--- config.mk ---
export PLATFORM = sky130hd
export DESIGN_NAME = exc_commit
export DESIGN_NICKNAME = d
export VERILOG_FILES = /design/src/rtl/exc_commit.sv
export SDC_FILE = /design/constraint.sdc
export NUM_CORES = 1
export LEC_CHECK = 0
export BUFFER_PORTS_ARGS = -buffer_cell sky130_fd_sc_hd__buf_4
export CELL_PAD_IN_SITES_DETAIL_PLACEMENT = 1
export CELL_PAD_IN_SITES_GLOBAL_PLACEMENT = 1
export CORE_MARGIN = 1.5
export CORE_UTILIZATION = 35
export CTS_BUF_LIST = sky130_fd_sc_hd__clkbuf_4 sky130_fd_sc_hd__clkbuf_8
export DETAILED_ROUTE_END_ITERATION = 10
export PLACE_DENSITY_LB_ADDON = 0.12
export SLEW_MARGIN = 20
export SYNTH_ARGS = -nofsm -noshare
export SYNTH_HDL_FRONTEND = slang
export SYNTH_SLANG_ARGS = --single-unit
--- constraint.sdc ---
create_clock -name clk -period 5.2 [get_ports clk]
set_clock_uncertainty 0.2 [all_clocks]
set_input_delay 0.26 -clock clk [delete_from_list [all_inputs] [get_ports clk]]
set_output_delay 0.26 -clock clk [all_outputs]
set_load 0.005 [all_outputs]
--- src/rtl/exc_commit.sv ---
// Exception/ERET commit unit: captures a MEM-stage exception or ERET and pulses it to CP0.
// It then holds the pipeline flushed until the fetch redirect is accepted.
module exc_commit (
    input  logic        clk,
    input  logic        rst,
    input  logic        valid_in,
    input  logic        stall_in,
    input  logic [31:0] pc_in,
    input  logic        bd_in,
    input  logic [31:0] mem_addr_in,
    input  logic [6:0]  exc_flags_in,
    input  logic        eret_in,
    input  logic        interrupt_in,
    input  logic [31:0] epc_in,
    output logic        exc_out,
    output logic [4:0]  exc_code_out,
    output logic [31:0] badvaddr_out,
    output logic        bd_out,
    output logic [31:0] pc_out,
    output logic        eret_flush_out,
    output logic        flush_out,
    output logic        redirect_valid,
    output logic [31:0] redirect_pc,
    input  logic        redirect_ready,
    output logic        busy
);

    localparam logic [1:0] ST_IDLE     = 2'd0;
    localparam logic [1:0] ST_COMMIT   = 2'd1;
    localparam logic [1:0] ST_REDIRECT = 2'd2;

    localparam logic [4:0] CODE_INT  = 5'h00;
    localparam logic [4:0] CODE_ADEL = 5'h04;
    localparam logic [4:0] CODE_ADES = 5'h05;
    localparam logic [4:0] CODE_SYS  = 5'h08;
    localparam logic [4:0] CODE_BP   = 5'h09;
    localparam logic [4:0] CODE_RI   = 5'h0A;
    localparam logic [4:0] CODE_OV   = 5'h0C;

    localparam logic [31:0] EXC_VECTOR = 32'hBFC0_0380;

    logic [1:0]  state_q, state_d;
    logic [4:0]  code_q, code_d;
    logic [31:0] badvaddr_q, badvaddr_d;
    logic        bd_q, bd_d;
    logic [31:0] pc_q, pc_d;
    logic        is_eret_q, is_eret_d;
    logic [31:0] redirect_pc_q, redirect_pc_d;

    logic        any_exc;
    logic        trigger;
    logic [4:0]  sel_code;
    logic [31:0] sel_badvaddr;

    // Priority encoder: interrupt first, then flags from bit 6 down to bit 0.
    always_comb begin
        any_exc      = interrupt_in || (|exc_flags_in);
        trigger      = valid_in && !stall_in && (state_q == ST_IDLE) && (any_exc || eret_in);
        sel_code     = CODE_INT;
        sel_badvaddr = 32'h0;
        if (interrupt_in) begin
            sel_code = CODE_INT;
        end else if (exc_flags_in[6]) begin
            sel_code     = CODE_ADEL;
            sel_badvaddr = pc_in;
        end else if (exc_flags_in[5]) begin
            sel_code = CODE_RI;
        end else if (exc_flags_in[4]) begin
            sel_code = CODE_OV;
        end else if (exc_flags_in[3]) begin
            sel_code = CODE_SYS;
        end else if (exc_flags_in[2]) begin
            sel_code = CODE_BP;
        end else if (exc_flags_in[1]) begin
            sel_code     = CODE_ADEL;
            sel_badvaddr = mem_addr_in;
        end else if (exc_flags_in[0]) begin
            sel_code     = CODE_ADES;
            sel_badvaddr = mem_addr_in;
        end
    end

    always_comb begin
        state_d       = state_q;
        code_d        = code_q;
        badvaddr_d    = badvaddr_q;
        bd_d          = bd_q;
        pc_d          = pc_q;
        is_eret_d     = is_eret_q;
        redirect_pc_d = redirect_pc_q;
        case (state_q)
            ST_IDLE: begin
                if (trigger) begin
                    state_d    = ST_COMMIT;
                    code_d     = sel_code;
                    badvaddr_d = sel_badvaddr;
                    bd_d       = bd_in;
                    pc_d       = pc_in;
                    // Any exception on the same instruction overrides its ERET.
                    is_eret_d  = !any_exc;
                end
            end
            ST_COMMIT: begin
                state_d       = ST_REDIRECT;
                redirect_pc_d = is_eret_q ? epc_in : EXC_VECTOR;
            end
            ST_REDIRECT: begin
                if (redirect_ready) begin
                    state_d = ST_IDLE;
                end
            end
            default: state_d = ST_IDLE;
        endcase
    end

    always_ff @(posedge clk) begin
        if (rst) begin
            state_q       <= ST_IDLE;
            code_q        <= 5'h0;
            badvaddr_q    <= 32'h0;
            bd_q          <= 1'b0;
            pc_q          <= 32'h0;
            is_eret_q     <= 1'b0;
            redirect_pc_q <= 32'h0;
        end else begin
            state_q       <= state_d;
            code_q        <= code_d;
            badvaddr_q    <= badvaddr_d;
            bd_q          <= bd_d;
            pc_q          <= pc_d;
            is_eret_q     <= is_eret_d;
            redirect_pc_q <= redirect_pc_d;
        end
    end

    assign exc_out        = (state_q == ST_COMMIT) && !is_eret_q;
    assign eret_flush_out = (state_q == ST_COMMIT) && is_eret_q;
    assign flush_out      = (state_q != ST_IDLE);
    assign busy           = (state_q != ST_IDLE);
    assign redirect_valid = (state_q == ST_REDIRECT);
    assign redirect_pc    = redirect_pc_q;
    assign exc_code_out   = code_q;
    assign badvaddr_out   = badvaddr_q;
    assign bd_out         = bd_q;
    assign pc_out         = pc_q;

endmodule

==> impl_metrics.py <==
metrics = {
    "power_and_ir_drop": {
        "ir_drop_mv": 0.157,
        "power.total_mw": 1.74,
        "p_sw_frac": 0.258,
        "pwr-share-seq": 0.502,
        "switchingPower_mw": 0.449,
        "p_leak_nw": 2.96,
        "combPwrFrac": 0.193,
        "clkPwrFrac": 0.305,
        "power_density_nw_per_um2": 249,
        "p_int_mw": 1.29,
    },
    "sta": {
        "rsz0062_at_grt": "no",
        "fin_setup_tns_ps": 0,
        "fmax_mhz": 332,
        "final-setup-viol-count": 0,
        "fin_crit_ps": 3010,
        "relSlewSlack": 0.309,
        "maxSlewViolCount": 0,
        "fin_ws_ps": 2190,
        "hold_violations": 0,
        "finalCritPeriodShare": 0.579,
        "tightestPinTransition_ps": 1040,
    },
    "placed_design": {
        "place_congestion": 0.794,
        "port_buffers": 216,
        "place_inst": 802,
        "detailed_place_hpwl_mm": 9.70,
        "place_area_sq_um": 5760,
        "place_ws_ps": 2780,
    },
    "drt": {
        "drc_errors": 0,
        "drt_iter0_drc": 204,
        "firstDrtPassIters": 4,
        "viasPerCell": 5.16,
        "drt_wl_total_mm": 16.4,
        "wl_per_cell_um": 17.8,
        "ant_nets": 0,
        "vias": 4743,
    },
    "global_route": {
        "grt-ovfl-total": 0,
        "use_met1": 0.303,
        "antenna_found_initial": 2,
        "grt_most_used_layer": "met2",
        "met2_usage": 0.460,
        "grt_usage": 0.260,
        "grt_pass1_wl_mm": 26.1,
        "grt_max_degree": 107,
        "first_global_vias": 5099,
        "use_met3": 0.0662,
    },
    "floorplan": {
        "dieWidth_um": 111,
        "start_util": 0.360,
        "die_y_um": 111,
        "row_count": 39,
        "die-area_sq_um": 12400,
        "core_sq_um": 11400,
        "ioPinCount": 218,
    },
    "clock_network": {
        "cts_made_buffers": 9,
        "htreeDepth": 3,
        "post_cts_buffers": 0,
        "cts_buffer_depth": 2,
        "clock_latency_ps": 360,
        "clock-sinks": 104,
        "root_buffer": "clkbuf_8",
        "cts_tree": "done",
        "path_clk_slew_ps": 100,
    },
    "setup_path": {
        "r2r-end": "badvaddr_out[21]",
        "critPathMaxFanout": 66,
        "path_buf_inv": 4,
        "rr_startpoint": "state_q[1]",
        "cpMaxStageDelayCell": "dlygate4sd3_1",
        "crit_type": "input port to register",
        "r2r_cells": 6,
        "r2r_slack_ps": 2590,
        "crit_chain": "dlygate4sd3_1 > buf_4 > or4_1 > o31ai_4 > buf_4 > a221oi_1 > dlygate4sd3_1 > a21oi_1",
        "cp_top_family": "buffers and inverters",
        "worstPathRequired_ps": 5300,
        "cp-end-kind": "register",
        "critPathMaxStageDelay_ps": 590,
        "worst_ep_arrival_time_ps": 3110,
        "start_kind": "input port",
    },
    "final_layout": {
        "syn_to_final_growth_pct": 69.9,
        "nets": 881,
        "fill_cells": 1341,
        "final_layout_size_suffix_gt1_frac": 0.320,
        "stdcell_area_sq_um": 6970,
        "instances_no_fill": 920,
    },
    "outcome": {
        "status": "complete, no violations",
    },
    "synthesis": {
        "synth_seq_cells": 104,
        "syn_inst": 481,
        "syn_avg_cell_area_sq_um": 8.53,
        "synth_nets": 592,
        "synth_seq_area_share": 0.507,
        "synth_cell_types": 33,
        "synth-warning-count": 0,
        "syn_area_sq_um": 4110,
    },
    "worst_hold_path": {
        "min_to": "is_eret_q",
        "hold_depth": 3,
        "hold_path.class": "input port to register",
        "worstHoldStart": "eret_in",
    },
    "job": {
        "max_cap_viol_count": 0,
    },
}
-- Yosys cell counts --
master	number	share of area
clkbuf_1	28	0.026
nand2_1	90	0.082
a221oi_1	31	0.066
conb_1	1	0.00091
o41ai_1	1	0.0021
o31a_1	2	0.0043
nand2b_1	33	0.050
or2_2	1	0.0015
dfxtp_1	104	0.51
a21oi_1	89	0.11
o21a_1	1	0.0018
and2_1	1	0.0015
or4_4	1	0.0027
or4_1	1	0.0018
a32oi_1	1	0.0021
nor4_1	1	0.0015
o31ai_4	1	0.0052
buf_4	7	0.013
or4b_1	1	0.0024
nor3b_1	13	0.024
or3_1	1	0.0015
inv_1	1	0.00091
nand3_1	21	0.026
o2111ai_1	1	0.0021
buf_2	10	0.012
nor4b_1	1	0.0021
nor2b_1	3	0.0046
buf_6	1	0.0027
o21bai_1	2	0.0037
nor4b_4	1	0.0058
nand3b_1	2	0.0037
nor3_1	13	0.016
nor2_1	16	0.015
-- metrics by stage --
step           hold WS (ps)  utilization
6_report               48.4        0.611
5_1_grt                67.2        0.611
4_1_cts                11.5        0.610
3_5_place_dp            247        0.504
3_3_place_gp            240        0.504
2_1_floorplan           163            -
-- sequential cells by signal, indices dropped and copies added (netlist names) --
name and flops:
state_q 2, bd_out 1, badvaddr_out 32, redirect_pc 32, exc_code_out 4, is_eret_q 1, pc_out 32
-- cells in the final DEF, fill, tap and decap left out, types with 2 or more instances in the layout --
master	n
buf_4	224
dfxtp_1	103
dlygate4sd3_1	100
nand2_1	90
a21oi_1	89
nand2b_1	33
a221oi_1	31
nand3_1	21
nor2_1	16
nor3_1	13
nor3b_1	12
clkbuf_8	11
clkinv_2	3
diode_2	2
nor2b_1	2
o31a_1	2
o21bai_1	2
nand3b_1	2
-- worst min-delay path, cell delays in order --
cell and delay, ps:
buf_4 130, a21oi_1 120, nor3_1 60
-- layout make-up --
cell class	count	area [sq um]	area share
multi-input cells	330	1810	0.260
flip-flops and latches	104	2080	0.299
inverters	1	3.75	0.000538
clock buffers	11	151	0.0217
well taps	143	179	0.0257
diodes	2	5.00	0.000718
repair buffers	324	2680	0.385
clock inverters	5	53.8	0.00772
-- cells by family after synthesis --
kind of cell / synth area share
simple gates: 0.242
compound gates: 0.196
flops: 0.507
buf+inv: 0.0543
other cells: 0.000913
-- worst max-delay path by stage --
stage / cells past startpoint / start / end / slack [ps]
global route: 8 / interrupt_in / badvaddr_out[21] / 2060
detailed placement: 6 / exc_flags_in[6] / badvaddr_out[18] / 2780
CTS: 8 / interrupt_in / badvaddr_out[21] / 2190
finish: 8 / interrupt_in / badvaddr_out[21] / 2190
global placement: 6 / exc_flags_in[6] / badvaddr_out[18] / 2820
floorplan: 6 / exc_flags_in[0] / exc_code_out[0] / 3310
-- power groups by stage --
stage | clock network, mW | registers [mW] | logic [mW]
5_1_grt | 0.572 | 0.877 | 0.364
2_1_floorplan | 0 | 0.886 | 0.103
3_3_place_gp | 0 | 0.886 | 0.262
3_5_place_dp | 0 | 0.888 | 0.269
4_1_cts | 0.540 | 0.870 | 0.331
6_report | 0.529 | 0.871 | 0.336
-- timing repair --
action,4_1_cts,5_1_grt
resized for setup,0,0
hold buffers,100,0
endpoints found under the hold margin,99,0
-- routing by layer --
| layer | up-vias | share of wire |
|---|---|---|
| met3 | 30 | 0.057 |
| li1 | 2252 | - |
| met1 | 2299 | 0.41 |
| met4 | 0 | 0.026 |
| met2 | 162 | 0.51 |
| met5 | - | 0 |
Note: power is estimated with default switching activity, not from simulation.
